==> src/rtl/nx_fifo_rd_stage.sv <==
// -----------------------------------------------------------------------------
// nx_fifo_rd_stage
//
// Read-side stage behind an nx_fifo. It pops words through the FIFO's
// empty/ren/rdata interface and presents them on a registered valid/ready
// stream. A two-entry buffer (head + skid) keeps full throughput while the
// pop strobe depends only on local registered state and fifo_empty, never
// on out_ready. The word MSB is an end-of-packet flag; accepted words and
// packets are counted with saturating counters.
//
// Ports:
//   clk, rst_n   block clock, asynchronous active-low reset
//   fifo_empty   upstream FIFO empty flag
//   fifo_rdata   upstream FIFO read data (valid whenever fifo_empty=0)
//   fifo_ren     pop strobe to the upstream FIFO
//   out_valid    output word valid
//   out_ready    downstream accept
//   out_data     output word, eop in MSB
//   clear        synchronous flush of buffer and statistics
//   in_pkt       high between an accepted non-eop word and the next eop
//   word_cnt     accepted words (saturating)
//   pkt_cnt      accepted eop words (saturating)
// -----------------------------------------------------------------------------
module nx_fifo_rd_stage #(
    parameter int WIDTH = 65,
    parameter int CNT_W = 32
) (
    input  logic             clk,
    input  logic             rst_n,
    input  logic             fifo_empty,
    input  logic [WIDTH-1:0] fifo_rdata,
    output logic             fifo_ren,
    output logic             out_valid,
    input  logic             out_ready,
    output logic [WIDTH-1:0] out_data,
    input  logic             clear,
    output logic             in_pkt,
    output logic [CNT_W-1:0] word_cnt,
    output logic [CNT_W-1:0] pkt_cnt
);

    // Buffer occupancy states
    localparam logic [1:0] OCC_EMPTY = 2'd0;
    localparam logic [1:0] OCC_ONE   = 2'd1;
    localparam logic [1:0] OCC_TWO   = 2'd2;

    localparam logic [CNT_W-1:0] CNT_MAX = '1;

    logic [1:0]       r_occ;
    logic [1:0]       w_occ_nxt;
    logic [WIDTH-1:0] r_head;
    logic [WIDTH-1:0] r_skid;
    logic [WIDTH-1:0] w_head_nxt;
    logic [WIDTH-1:0] w_skid_nxt;
    logic             r_in_pkt;
    logic [CNT_W-1:0] r_word_cnt;
    logic [CNT_W-1:0] r_pkt_cnt;
    logic             w_pop;
    logic             w_acc;
    logic             w_head_eop;

    // The pop decision looks only at registered occupancy, so the FIFO read
    // path never sees out_ready. Gating with rst_n keeps the strobe low while
    // the block is held in reset.
    assign w_pop      = rst_n & ~fifo_empty & (r_occ != OCC_TWO) & ~clear;
    assign w_acc      = (r_occ != OCC_EMPTY) & out_ready & ~clear;
    assign w_head_eop = r_head[WIDTH-1];

    // NOTE: every signal assigned here gets a default first, so no path
    // leaves one unassigned and no latch is inferred.
    always_comb begin
        w_occ_nxt  = r_occ;
        w_head_nxt = r_head;
        w_skid_nxt = r_skid;
        if (clear) begin
            w_occ_nxt = OCC_EMPTY;
        end else begin
            case (r_occ)
                OCC_EMPTY: begin
                    if (w_pop) begin
                        w_head_nxt = fifo_rdata;
                        w_occ_nxt  = OCC_ONE;
                    end
                end
                OCC_ONE: begin
                    if (w_pop && w_acc) begin
                        // Head leaves and the new word replaces it directly.
                        w_head_nxt = fifo_rdata;
                    end else if (w_pop) begin
                        w_skid_nxt = fifo_rdata;
                        w_occ_nxt  = OCC_TWO;
                    end else if (w_acc) begin
                        w_occ_nxt = OCC_EMPTY;
                    end
                end
                OCC_TWO: begin
                    if (w_acc) begin
                        w_head_nxt = r_skid;
                        w_occ_nxt  = OCC_ONE;
                    end
                end
                default: w_occ_nxt = OCC_EMPTY;
            endcase
        end
    end

    // NOTE: state registers use non-blocking assignments so every flop
    // samples the pre-edge values regardless of statement order.
    always_ff @(posedge clk or negedge rst_n) begin
        if (!rst_n) begin
            r_occ  <= OCC_EMPTY;
            // NOTE: the two buffer entries are plain flops, not a RAM, so
            // they are reset to keep out_data at zero after reset.
            r_head <= '0;
            r_skid <= '0;
        end else begin
            r_occ  <= w_occ_nxt;
            r_head <= w_head_nxt;
            r_skid <= w_skid_nxt;
        end
    end

    // Statistics: counted on the word leaving the head, saturating at all-ones.
    always_ff @(posedge clk or negedge rst_n) begin
        if (!rst_n) begin
            r_word_cnt <= '0;
            r_pkt_cnt  <= '0;
            r_in_pkt   <= 1'b0;
        end else if (clear) begin
            r_word_cnt <= '0;
            r_pkt_cnt  <= '0;
            r_in_pkt   <= 1'b0;
        end else if (w_acc) begin
            if (r_word_cnt != CNT_MAX) begin
                r_word_cnt <= r_word_cnt + CNT_W'(1);
            end
            if (w_head_eop && (r_pkt_cnt != CNT_MAX)) begin
                r_pkt_cnt <= r_pkt_cnt + CNT_W'(1);
            end
            r_in_pkt <= ~w_head_eop;
        end
    end

    assign fifo_ren  = w_pop;
    assign out_valid = (r_occ != OCC_EMPTY);
    assign out_data  = r_head;
    assign in_pkt    = r_in_pkt;
    assign word_cnt  = r_word_cnt;
    assign pkt_cnt   = r_pkt_cnt;

endmodule

==> config.mk <==
export PLATFORM = sky130hd
export DESIGN_NAME = nx_fifo_rd_stage
export DESIGN_NICKNAME = d
export VERILOG_FILES = /design/src/rtl/nx_fifo_rd_stage.sv
export SDC_FILE = /design/constraint.sdc
export NUM_CORES = 1
export LEC_CHECK = 0
export BUFFER_PORTS_ARGS = -buffer_cell sky130_fd_sc_hd__buf_4
export CAP_MARGIN = 25
export CORE_ASPECT_RATIO = 0.9
export CORE_UTILIZATION = 59
export CTS_CLUSTER_DIAMETER = 40
export DETAILED_ROUTE_END_ITERATION = 16
export GPL_TIMING_DRIVEN = 0
export PLACE_DENSITY_LB_ADDON = 0.05
export SYNTH_ARGS = -nofsm -noshare
export SYNTH_HDL_FRONTEND = slang
export SYNTH_SLANG_ARGS = --single-unit
==> constraint.sdc <==
create_clock -name clk -period 5.71 [get_ports clk]
set_input_delay 1.142 -clock clk [delete_from_list [all_inputs] [get_ports clk]]
set_output_delay 1.142 -clock clk [all_outputs]
set_load 0.02 [all_outputs]
**Yosys cells after proc, flatten, opt, wreduce, memory -nomap -nowiden**

Cells that the tools add are included.

- Register bits: 197
- Input port bits: 70
- Output and inout port bits: 132
- Word-level logic and storage cells: 61

- Add/sub/neg operators: 2
- Equality and inequality tests: 12
- Multiplexer cells: 19
- Bitwise logic cells: 9
- Reductions and logical operators: 13

Operators with widths:

| cell | count |
|---|---|
| 65-bit two-way mux | 3 |
| 65-bit case mux with 3 select lines | 1 |
| 32-bit two-way mux | 6 |
| 32-bit by 1-bit adder with 32-bit output, second input constant | 2 |
| 32-bit inequality test, second input constant | 2 |
| 2-bit two-way mux | 6 |
| 3-bit inequality test, second input constant | 3 |
| 2-bit inequality test, second input constant | 4 |
| 4-bit AND reduction | 2 |
| 2-bit nonzero test | 4 |
| 2-bit case mux with 3 select lines | 1 |
| 1-bit bitwise AND | 5 |
| 5-bit AND reduction | 1 |
| 4-bit inequality test, second input constant | 1 |
| 1-bit inverter | 4 |
| 2-bit AND reduction | 2 |
| 3-bit nonzero test | 1 |
| 2-bit by 1-bit equality test with 1-bit output, second input constant | 1 |
| 2-bit equality test, second input constant | 1 |
| 1-bit logical AND | 2 |
| 2-bit logical NOT | 1 |
| 1-bit two-way mux | 2 |

**Longest topological paths before layout**

- Depth after elaboration: 8
- Mapped depth: 9
- Depth with buffers taken out: 6

**Worst setup path after synthesis**

OpenSTA, ideal clock, no wires.

- Path kind: input to output
- Start point: in clear
- End point: out fifo_ren
- Data arrival time: 2046 ps
- Data required time: 4568 ps
- Path slack: 2522 ps
- Cell stages on the path: 3
- Buffers on the path: 2
- Cells stage by stage: clkbuf_1 clkbuf_1 nor3_1

- Cells in the longest elaborated chain, start to end: 2

Ends and longest elaborated chain:

| element | line | text |
|---|---|---|
| start, declared | 36 | `input logic clear,` |
| 1-bit inverter (no source line) | n/a |  |
| 1-bit bitwise AND | 65 | `assign w_pop = rst_n & ~fifo_empty & (r_occ != OCC_TWO) & ~clear;` |
| end, declared | 32 | `output logic fifo_ren,` |

No other way between the ends.

**Final worst setup path**

Same ends and word-level chain as after synthesis.

==> impl_metrics.yaml <==
sta:
  fmax_mhz: 281
  report.final.slew_viol_count: 0
  fin_setup_tns_ns: 0
  finalHoldViolations: 0
  fin_crit_sh_pct: 62.4
  worstMarginPinSlew_ns: 0.778
  maxSlewHeadroom_pct: 48.1
  setup_viol: 0
  finalClockSkew_ns: 0.0131
  finalCriticalPeriod_ns: 3.56
  rsz0062_at_grt: "no"
worst_setup_path:
  r2r_end: "pkt_cnt[29]$_DFFE_PN0P_"
  reg2reg_slack_ns: 2.84
  worstPathRequired_ns: 4.57
  startpoint_type: "primary input"
  arrival_ns: 2.42
  path_class: "primary input to primary output"
  crit_slowest_cell: "clkbuf_1"
  timing.rr.start: "pkt_cnt[3]$_DFFE_PN0P_"
  timing.critical_path.buf_inv: 4
  end_kind: "primary output"
  crit_fanout: 10
  worstPathCellList: "buf_4 -> clkbuf_1 -> clkbuf_1 -> nor3_1 -> buf_4"
  rr_worst_depth: 8
  critPathMaxStageDelay_ns: 0.51
  cp_top_family: "buffers and inverters"
route:
  avgRoutedWirePerCell_um: 17.4
  drtIter0Drc: 501
  routed-via-count: 7481
  drc: 0
  postRouteAntennaNets: 0
  dr.pass1.iters: 4
  vias_per_cell: 5.87
  wirelength_mm: 22.2
place:
  dp_hpwl_mm: 15.4
  port_buffers: 201
  gp_congestion: 0.833
  dpl.cell_count: 1241
yosys:
  yosysUniqueCellTypes: 47
  syn_inst: 841
  ys_seq_area_share_pct: 54.2
  synth_top_area_share_pct: 54.2
  synthArstFlopShare_pct: 100
  yosys-top-cells-count: "197 x dfrtp_1, 117 x a21oi_1, 93 x nor2_1"
  synth.most_common_cell: "dfrtp_1"
  yosys.area.top_type: "dfrtp_1"
  synth_area_sq_mm: 0.00909
  ys.flop_type: "dfrtp_1"
  ys_top_cells_by_area: "dfrtp_1 54%, mux2_2 8.7%, mux2i_1 7.3%"
  avgSynthCellArea_sq_um: 10.8
  yosysWarnings: 0
  syn_nets: 913
  synth_seq_cells: 197
  synth_edf_count: 0
grt:
  grtUsageMet1_pct: 36.8
  grtUsageTotal_pct: 29.1
  grt_pass1_vias: 7281
  met3_usage_pct: 9.04
  antenna_found_initial: 0
  grt_max_degree: 105
  grt_overflow: 0
  grt_util_met2_pct: 47.8
  busiest_layer: "met2"
  grt_pass1_wl_mm: 36.5
cts:
  insertion_delay_ns: 0.45
  cts.sinks: 197
  cts_tree: "built"
  post_cts_buffers: 0
  cts_resized: 0
  clockBufferDepth: 2
  htreeDepth: 4
  postCtsHoldBufs: 0
  ctsRootBufferMaster: "clkbuf_16"
  clkTransAtPathRegs_ns: 0.07
  cts_buffers: 17
cells_and_area:
  drive_gt1_share_pct: 30.2
  nFillCells: 1026
  fin_cells: 1274
  layout.nets: 1135
  area_delta_synth_final_pct: 26.3
  num_antenna_cells: 0
power:
  leakagePower_nw: 4.99
  power_density_mw_per_mm2: 301
  peakVddDrop_v: 0.000252
  power.total_mw: 3.46
hold_path:
  hold_end: "r_skid[28]$_DFFE_PN0P_"
  hold_depth: 1
  hold_path_class: "flop to flop"
  worstHoldStart: "r_skid[28]$_DFFE_PN0P_"
outcome:
  outcome: "completed"
floorplan:
  design.core.area_sq_mm: 0.0149
  std_cell_rows: 42
  start_util_pct: 61.1
  dieArea_sq_mm: 0.0159
  fp.dieH_um: 120
  io_pins: 202
  die_w_um: 133
job:
  drv_cap: 0
[stage by stage]
step / hold WS [ns] / area (sq um) / worst slack [ns] / utilization (%)
after CTS: 0.509 / 11500 / 2.11 / 77.1
after global placement: 0.486 / 10800 / 0.640 / 72.9
final: 0.507 / 11500 / 2.15 / 77.2
after floorplan: 0.479 / 9090 / 2.52 / -
after detailed placement: 0.493 / 10900 / 1.97 / 73.2
after global routing: 0.513 / 11500 / 2.03 / 77.2
[cells in the final DEF (no fill, tap or decap), drive strengths merged, types with 4 or more instances in the layout]
cell type	instances
a21oi	117
and2	5
and3	8
and4	9
buf	212
clkbuf	60
dfrtp	197
inv	10
mux2	70
mux2i	66
nand2	27
nand3	26
nand4	22
nor2	93
nor2b	6
nor3	4
nor4	9
o21ai	27
o31ai	21
or3	29
or4	21
xnor2	6
[how the worst max path moves through the flow]
stage | end | cells after the start | slack [ns] | start
global placement | out_data[41]$_DFFE_PN0P_ | 8 | 0.64 | rst_n
floorplan | fifo_ren | 3 | 2.52 | clear
global route | fifo_ren | 5 | 2.03 | clear
finish | fifo_ren | 5 | 2.15 | clear
CTS | fifo_ren | 5 | 2.11 | clear
detailed placement | out_data[42]$_DFFE_PN0P_ | 7 | 1.97 | rst_n
[worst register-to-register path, cell delays in order, from the launching register on]
cell	delay, ns
dfrtp_1	0.47
nand4_4	0.19
or4_1	0.51
buf_2	0.18
o31ai_1	0.41
clkbuf_1	0.43
buf_2	0.33
o31ai_1	0.11
a21oi_1	0.16
[logic make-up (layout without fill, tap and decap cells)]
family | Yosys count | after routing | share of synthesized area (%)
flip-flops | 197 | 197 | 54.2
AND/OR/NAND/NOR | 270 | 270 | 15.8
buffers and inverters | 52 | 287 | 2.29
multiplexers | 136 | 136 | 15.9
AO/OA/AOI/OAI | 176 | 176 | 10.7
adder cells (fa/ha/maj) | 2 | 2 | 0.275
XOR/XNOR | 8 | 8 | 0.771
[metal layers]
| layer | part of all wire, % | vias up |
|---|---|---|
| li1 | - | 3537 |
| met1 | 41 | 3659 |
| met5 | 0 | - |
| met4 | 2.0 | 0 |
| met2 | 49 | 244 |
| met3 | 7.8 | 41 |
[final cells by class]
| cell class | count | area [sq um] | area share (%) |
|---|---|---|---|
| repair buffers | 203 | 1550 | 13.5 |
| plain buffers | 50 | 200 | 1.74 |
| multi-input cells | 592 | 3950 | 34.4 |
| inverters | 2 | 7.51 | 0.0654 |
| clock inverters | 12 | 133 | 1.16 |
| clock buffers | 20 | 457 | 3.98 |
| flip-flops and latches | 197 | 4930 | 43.0 |
| well taps | 198 | 248 | 2.16 |
[power breakdown]
part | leakage (nW) | total (mW) | internal (mW) | switching, mW
Combinational | 2.19 | 0.583 | 0.266 | 0.317
Clock | 0.294 | 1.22 | 0.644 | 0.571
Sequential | 2.51 | 1.66 | 1.56 | 0.0954
Total | 4.99 | 3.46 | 2.47 | 0.984
[flip-flops by register name (all words and copies together), names as in the netlist]
register	flops
pkt_cnt	32
out_data	65
word_cnt	32
r_skid	65
in_pkt	1
r_occ	2
Note: power is estimated with default switching activity, not from simulation.
